**src/rtl/regs_2w2r_pkg.sv**
```systemverilog
// rtl/regs_2w2r_pkg.sv - shared size defaults and depth derivation for regs_2w2r
package regs_2w2r_pkg;

  localparam int DATA_W_DEF = 32;
  localparam int ADDR_W_DEF = 3;
  localparam int CNT_W_DEF  = 16;

  function automatic int depth_of(input int addr_w);
    return 1 << addr_w;
  endfunction

  localparam int DEPTH_DEF = depth_of(ADDR_W_DEF);

endpackage

```
**src/rtl/regs_bypass_rd.sv**
```systemverilog
// rtl/regs_bypass_rd.sv - one read port with write-first bypass, port 1 wins
module regs_bypass_rd
  import regs_2w2r_pkg::*;
#(
  parameter int DATA_W = DATA_W_DEF,
  parameter int ADDR_W = ADDR_W_DEF
) (
  input  logic [ADDR_W-1:0] rd_addr_i,
  input  logic [DATA_W-1:0] word_i,
  input  logic              valid_i,
  input  logic              byp_en_i,
  input  logic              we0_i,
  input  logic [ADDR_W-1:0] addr0_i,
  input  logic [DATA_W-1:0] di0_i,
  input  logic              we1_i,
  input  logic [ADDR_W-1:0] addr1_i,
  input  logic [DATA_W-1:0] di1_i,
  output logic [DATA_W-1:0] q_o,
  output logic              v_o
);

  logic hit0, hit1;

  assign hit0 = byp_en_i && we0_i && (addr0_i == rd_addr_i);
  assign hit1 = byp_en_i && we1_i && (addr1_i == rd_addr_i);

  always_comb begin
    q_o = word_i;
    if (hit1) begin
      q_o = di1_i;
    end else if (hit0) begin
      q_o = di0_i;
    end
  end

  assign v_o = valid_i | hit0 | hit1;

endmodule

```
**src/rtl/regs_2w2r.sv**
```systemverilog
// rtl/regs_2w2r.sv - 2-write/2-read register file with valid bits, collision flag and write counter; REGS_ZERO_REG_EN makes register 0 a hardwired zero
module regs_2w2r
  import regs_2w2r_pkg::*;
#(
  parameter int DATA_W = DATA_W_DEF,
  parameter int ADDR_W = ADDR_W_DEF,
  parameter int CNT_W  = CNT_W_DEF
) (
  input  logic              clk,
  input  logic              cr,
  input  logic              WE0,
  input  logic [ADDR_W-1:0] Addr_W0,
  input  logic [DATA_W-1:0] Di0,
  input  logic              WE1,
  input  logic [ADDR_W-1:0] Addr_W1,
  input  logic [DATA_W-1:0] Di1,
  input  logic [ADDR_W-1:0] Addr_A,
  input  logic [ADDR_W-1:0] Addr_B,
  output logic [DATA_W-1:0] QA,
  output logic [DATA_W-1:0] QB,
  output logic              VA,
  output logic              VB,
  output logic              WCOLL,
  output logic [CNT_W-1:0]  WR_CNT
);

  localparam int DEPTH = depth_of(ADDR_W);
`ifdef REGS_ZERO_REG_EN
  localparam bit ZERO_REG = 1'b1;
`else
  localparam bit ZERO_REG = 1'b0;
`endif

  logic [DATA_W-1:0] mem_q [DEPTH];
  logic [DATA_W-1:0] mem_d [DEPTH];
  logic [DEPTH-1:0]  valid_q, valid_d;
  logic              wcoll_q, wcoll_d;
  logic [CNT_W-1:0]  cnt_q, cnt_d;

  logic              we0_eff, we1_eff, coll;
  logic [1:0]        n_commit;
  logic [CNT_W:0]    cnt_sum;

  // Writes aimed at a hardwired zero register vanish before any other logic sees them
  assign we0_eff  = WE0 && !(ZERO_REG && (Addr_W0 == '0));
  assign we1_eff  = WE1 && !(ZERO_REG && (Addr_W1 == '0));
  assign coll     = we0_eff && we1_eff && (Addr_W0 == Addr_W1);
  assign n_commit = coll ? 2'd1 : ({1'b0, we0_eff} + {1'b0, we1_eff});
  assign cnt_sum  = {1'b0, cnt_q} + (CNT_W+1)'(n_commit);

  always_comb begin
    mem_d   = mem_q;
    valid_d = valid_q;
    if (we0_eff) begin
      mem_d[Addr_W0]   = Di0;
      valid_d[Addr_W0] = 1'b1;
    end
    if (we1_eff) begin
      mem_d[Addr_W1]   = Di1;
      valid_d[Addr_W1] = 1'b1;
    end
    wcoll_d = coll;
    // Increment is at most 2, so any overflow shows up in the carry bit
    cnt_d   = cnt_sum[CNT_W] ? {CNT_W{1'b1}} : cnt_sum[CNT_W-1:0];
  end

  always_ff @(posedge clk) begin
    if (cr) begin
      for (int i = 0; i < DEPTH; i++) begin
        mem_q[i] <= '0;
      end
      valid_q <= '0;
      wcoll_q <= 1'b0;
      cnt_q   <= '0;
    end else begin
      mem_q   <= mem_d;
      valid_q <= valid_d;
      wcoll_q <= wcoll_d;
      cnt_q   <= cnt_d;
    end
  end

  logic [DATA_W-1:0] word_a, word_b;
  logic              vld_a, vld_b;

  assign word_a = (ZERO_REG && (Addr_A == '0)) ? '0 : mem_q[Addr_A];
  assign word_b = (ZERO_REG && (Addr_B == '0)) ? '0 : mem_q[Addr_B];
  assign vld_a  = valid_q[Addr_A] | (ZERO_REG && (Addr_A == '0));
  assign vld_b  = valid_q[Addr_B] | (ZERO_REG && (Addr_B == '0));

  regs_bypass_rd #(.DATA_W(DATA_W), .ADDR_W(ADDR_W)) u_rd_a (
    .rd_addr_i (Addr_A),
    .word_i    (word_a),
    .valid_i   (vld_a),
    .byp_en_i  (!cr),
    .we0_i     (we0_eff),
    .addr0_i   (Addr_W0),
    .di0_i     (Di0),
    .we1_i     (we1_eff),
    .addr1_i   (Addr_W1),
    .di1_i     (Di1),
    .q_o       (QA),
    .v_o       (VA)
  );

  regs_bypass_rd #(.DATA_W(DATA_W), .ADDR_W(ADDR_W)) u_rd_b (
    .rd_addr_i (Addr_B),
    .word_i    (word_b),
    .valid_i   (vld_b),
    .byp_en_i  (!cr),
    .we0_i     (we0_eff),
    .addr0_i   (Addr_W0),
    .di0_i     (Di0),
    .we1_i     (we1_eff),
    .addr1_i   (Addr_W1),
    .di1_i     (Di1),
    .q_o       (QB),
    .v_o       (VB)
  );

  assign WCOLL  = wcoll_q;
  assign WR_CNT = cnt_q;

endmodule

```
**config.mk**
```make
export PLATFORM = sky130hd
export DESIGN_NAME = regs_2w2r
export DESIGN_NICKNAME = d
export VERILOG_FILES = /design/src/rtl/regs_2w2r_pkg.sv /design/src/rtl/regs_bypass_rd.sv /design/src/rtl/regs_2w2r.sv
export SDC_FILE = /design/constraint.sdc
export NUM_CORES = 1
export LEC_CHECK = 0
export ABC_AREA = 1
export BUFFER_PORTS_ARGS = -buffer_cell sky130_fd_sc_hd__buf_2
export CAP_MARGIN = 10
export CORE_MARGIN = 4
export CORE_UTILIZATION = 50
export CTS_CLUSTER_SIZE = 24
export DETAILED_ROUTE_END_ITERATION = 7
export PLACE_DENSITY = 0.71
export SYNTH_ARGS = -nofsm -noshare
export SYNTH_HDL_FRONTEND = slang
export SYNTH_HIERARCHICAL = 1
export SYNTH_SLANG_ARGS = --single-unit
export TNS_END_PERCENT = 30
```
**constraint.sdc**
```tcl
create_clock -name clk -period 1.8 [get_ports clk]
set_input_delay 0 -clock clk [delete_from_list [all_inputs] [get_ports clk]]
set_output_delay 0 -clock clk [all_outputs]
set_load 0.05 [all_outputs]
```
# Word-level counts from Yosys, hierarchy flattened
# Cells that the tools add are included.
# totals
reg_bits,281
out_inout_bits,83
input_bits,80
word_cells,83
# op_classes
addsub,2
order_cmp,12
bitwise,10
eq_ne,5
reduce_logical,13
n_mux,30
# ops
cell,count
bitwise mux 256 bit,2
2-to-1 mux 256 bit,2
2-to-1 mux 32 bit,10
binary-select mux 32 bit (select 3 bit),2
demux 32 bit (select 3 bit),2
adder 16 x 2 -> 17 bit,1
"greater-or-equal comparator 4 bit, second input constant",4
"< comparator 3 x 4 -> 1 bit, second input constant",4
2-to-1 mux 16 bit,1
2-to-1 mux 8 bit,2
inverter 3 -> 4 bit,4
bitwise OR 8 bit,2
equality test 3 bit,5
logical AND 1 bit,12
"< comparator 4 x 1 -> 1 bit, second input constant",2
binary-select mux 1 bit (select 3 bit),2
demux 1 bit (select 3 bit),2
"greater-or-equal comparator 3 x 1 -> 1 bit, second input constant",2
2-to-1 mux 1 bit,4
bitwise OR 1 bit,4
adder 1 x 1 -> 2 bit,1
2-to-1 mux 2 bit,1
zero test 1 bit,1

# Depth between registers and ports, before layout
# depth
word_depth,9
mapped_depth,16
mapped_depth_nobuf,16

# Hierarchy
# Netlist, hierarchy kept.
# modules_own_cells
mod,n_inst,area_per_inst_um2,cells_each
regs_2w2r,1,18452.7,2982
regs_bypass_rd,2,1199.9,272

# Least setup slack after synthesis
# No wires, ideal clock.
# synth_path
kind,register -> register
start,register cnt_q[0] (netlist: WR_CNT[0])
end,register cnt_q[11] (netlist: WR_CNT[11])
path_stages_with_launch,11
path_slack_ns,-0.239
setup_ns,0.110
path_buffers,0
t_required_ns,1.690
t_arrival_ns,1.929
cell_sequence,dfxtp_1 > ha_1 > fa_1 > nand3_1 > inv_1 > nand2_1 > inv_1 > nand2_1 > nand3_1 > nand2_1 > inv_1
# synth_between
elab_chain_cells,2
# synth_lines
element,line,text
"start, declared",regs_2w2r.sv:38,"logic [CNT_W-1:0] cnt_q, cnt_d;"
"start signal, assigned",regs_2w2r.sv:79,cnt_q <= cnt_d;
adder 16 x 2 -> 17 bit,regs_2w2r.sv:49,"assign cnt_sum = {1'b0, cnt_q} + (CNT_W+1)'(n_commit);"
2-to-1 mux 16 bit,regs_2w2r.sv:64,cnt_d = cnt_sum[CNT_W] ? {CNT_W{1'b1}} : cnt_sum[CNT_W-1:0];
# Every way passes these cells.
# A chain may end at the register's enable or synchronous reset.

# Worst setup path in the final report
# layout_path
start,register mem_q[83] in the netlist's numbering
end,output QB[19]
# layout_between
elab_chain_cells,5
# layout_lines
element,line,text
"start, declared",regs_2w2r.sv:34,logic [DATA_W-1:0] mem_q [DEPTH];
"start signal, assigned",regs_2w2r.sv:76,mem_q <= mem_d;
binary-select mux 32 bit (select 3 bit),regs_2w2r.sv:87,assign word_b = (ZERO_REG && (Addr_B == '0)) ? '0 : mem_q[Addr_B];
2-to-1 mux 32 bit (not written as such) (2 in series),regs_2w2r.sv:87,
named net word_b[19],regs_2w2r.sv:83,"logic [DATA_W-1:0] word_a, word_b;"
2-to-1 mux 32 bit,regs_bypass_rd.sv:31,end else if (hit0) begin
2-to-1 mux 32 bit,regs_bypass_rd.sv:29,if (hit1) begin
"end, declared",regs_2w2r.sv:20,"output logic [DATA_W-1:0] QB,"
# The timed path passes the listed nets, and every way through them passes these cells. The select of a mux whose other input is x is not followed.

==> run summary <==
Status -> finished with violations
Failing checks -> negative setup slack
Placed cell count -> 4065
Arrival time at the worst endpoint -> 1.82 ns
Total iterations of the first detailed-routing run -> 5
Startpoint Class -> flop
Pins over their slew limit -> 0
Yosys cell types -> 31
Syn avg cell area -> 5.914 sq um
CTS Sinks -> 281
Final worst path period share -> 101.2%
Clock skew -> 0.006601 ns
Die Span Y -> 212.2 um
TritonCTS clock tree -> built
Min cycle time layout -> 1.822 ns
GRT Residual Overflow -> 0
Sequence of cells on the critical path -> inv_1 -> a21oi_1 -> o21ai_1 -> o21ai_1 -> nand2_1 -> nand2_1 -> inv_1 -> nand2_1 -> nand3_1 -> nand2_1 -> buf_6
Area grow syn2layout -> 17.53%
Hold Slack -> 0.01821 ns
Die area -> 45040 sq um
Post-Route WL -> 78400 um
Row cnt -> 74
Vias -> 23730
CP Capture Type -> output port
Final std cells w/o fill -> 4167
Chip Width -> 212.2 um
Placed Instance Area -> 22150 sq um
Number of max-capacitance violations reported -> 0
I/O Buffers -> 162
Largest net degree at the start of global routing -> 142
Worst hold path cell count -> 5
Relative slew slack -> 37.58%
Crit-path max FO -> 2
Buf/Inv on CP -> 3
Pwr Density -> 763.3 nW/um^2
Hold endpoint -> mem_q[134]$_SDFF_PP0_
Root Buffer -> clkbuf_16
Core area -> 41020 sq um
Initial antenna violation count -> 1
CTS Buf Count -> 35
RSZ-0062 raised after global routing -> yes
Reg2reg setup slack -> 0.14 ns
CP most frequent cell -> nand2_1
H-Tree Level Count -> 2
WL/cell -> 18.81 um
CTS Buffer Depth -> 3
Cell count of the worst reg-to-reg path -> 10
Final HPWL DP -> 46930 um
Vias in the first global route -> 21370
Critical-path top delay cell -> dfxtp_2
Sum Neg Setup Slack -> -0.02754 ns
Pre-CTS setup slack -> -0.2222 ns
CTS clk-pin slew, worst paths -> 0.06 ns
Delay of the slowest critical-path stage -> 0.32 ns
Setup Viol. Count Final -> 3
First-pass GRT wire length -> 120700 um
Min setup slack post-route -> -0.02162 ns
F_max -> 549.0 MHz
Final core occ -> 59.75%
Tot Pwr -> 18.71 mW
Worst-Margin Slew -> 0.9349 ns
Design area -> 24510 sq um
Critical register-to-register path startpoint -> WR_CNT[0]$_SDFF_PP0_
Reg-to-Reg End -> WR_CNT[10]$_SDFF_PP0_
Post-DRT Antenna Nets -> 0
DR vias/cell -> 5.694
Layout Nets -> 3696
DR iter-0 viols -> 2845
Clk Latency, worst-skew pair -> 0.52 ns
Peak VDD IR -> 0.0005907 V
Critical setup path kind -> flop to output port
Lkg Pwr -> 13.29 nW
Min-delay src -> Di0[6]
Critical path required time -> 1.80 ns
Share of layout cells above drive strength 1 -> 14.99%
HP Class -> input port to flop
Sequential fraction of the synthesis area -> 26.98%
Residual DRC -> 0
Fin. Hold Viols -> 0
RePlAce Congestion -> 0.8927
Top delay family on crit path -> simple AND/OR/NAND/NOR gates
Io pins -> 163
Cell Area, Synth -> 20850 sq um
Antenna Cells -> 0
Yosys warnings -> 6
All-layer global routing usage -> 33.33%
Starting density of the core -> 50.84%
Postcts setup bufs -> 0
Syn Nets -> 3610
Flops & latches, synth -> 281
Cells after synthesis -> 3526
[cells in the final DEF (no fill, tap or decap), drive strengths merged, types with 2 or more instances in the layout]
cell,n
nand2,738
inv,550
o21bai,225
ha,3
nor3,2
nand4,5
clkbuf,50
nor2,239
buf,274
dlygate4sd3,42
clkinv,10
a21oi,143
o21ai,917
dfxtp,281
xnor2,3
xor2,5
nand3,143
[sequential cells by signal, indices dropped and copies added, names as in the netlist]
signal and count:
WCOLL 1, mem_q 256, WR_CNT 16, valid_q 8
[worst max path at each step]
stage,from,cells after the start,end,slack [ns]
detailed placement,Addr_W1[0],16,WR_CNT[14]$_SDFF_PP0_,-0.22
global placement,Addr_W1[0],16,WR_CNT[14]$_SDFF_PP0_,-0.20
finish,mem_q[83]$_SDFF_PP0_,11,QB[19],-0.02
global route,mem_q[88]$_SDFF_PP0_,11,QB[24],-0.13
floorplan,WR_CNT[0]$_SDFF_PP0_,10,WR_CNT[13]$_SDFF_PP0_,-0.06
CTS,mem_q[195]$_SDFF_PP0_,11,QA[3],-0.03
[synthesized netlist by cell type (all sizes together)]
cell,instances,share of area (%)
fa,1,0.096
buf,146,4.8
xnor2,3,0.13
o21ai,917,22
nand4,5,0.15
a31oi,1,0.030
nand3b,1,0.036
a21oi,143,3.4
o21bai,225,8.1
inv,551,9.9
clkbuf,121,2.3
xor2,5,0.21
nand3,143,3.4
dfxtp,281,27
clkinv,1,0.018
nor2,239,4.7
nor3,2,0.048
ha,3,0.18
nand2,738,14
[where the power goes]
group	switching [mW]	internal, mW	total, mW
combinational	3.25	1.70	4.95
sequential	0.210	6.54	6.75
clock	2.87	4.14	7.01
[worst register-to-register path: stages, from the launching register on]
cell     delay, ns
dfxtp_2       0.32
ha_1          0.22
fa_2          0.37
nand3_1       0.11
inv_1         0.04
nand2_1       0.10
inv_1         0.09
nand2_4       0.13
nand3_1       0.09
nand2_1       0.06
inv_1         0.04
[logic make-up (layout without fill, tap and decap cells)]
family / Yosys count / in the layout / share of synthesized area, %
AO/OA/AOI/OAI: 1286 / 1286 / 33.61
XOR/XNOR: 8 / 8 / 0.3360
adder cells (fa/ha/maj): 4 / 4 / 0.2760
buffers and inverters: 819 / 928 / 16.96
flip-flops: 281 / 281 / 26.98
AND/OR/NAND/NOR: 1128 / 1128 / 21.84
[layout make-up]
class	instances	area (sq um)
clock inverter	10	81.33
timing repair buffer	316	2955
multi-input combinational	2426	12000
inverter	552	2077
sequential	281	5693
fill	4076	16510
tap	532	665.6
clock buffer	50	1035
[routing by layer]
metal	vias up	track usage (%)	share of wire [%]
li1	11480	-	-
met1	10650	45.58	42
met2	1376	53.01	43
met3	222	5.681	11
met4	2	12.42	4.1
met5	-	0	0.017
[timing repair]
| action | CTS | global route |
|---|---|---|
| hold endpoints to repair | 203 | 0 |
| pin swaps | 18 | 75 |
| resized for setup | 132 | 310 |
| hold buffers | 42 | 0 |
| endpoints found under the setup margin | 64 | 78 |
Note: power is estimated with default switching activity, not from simulation.
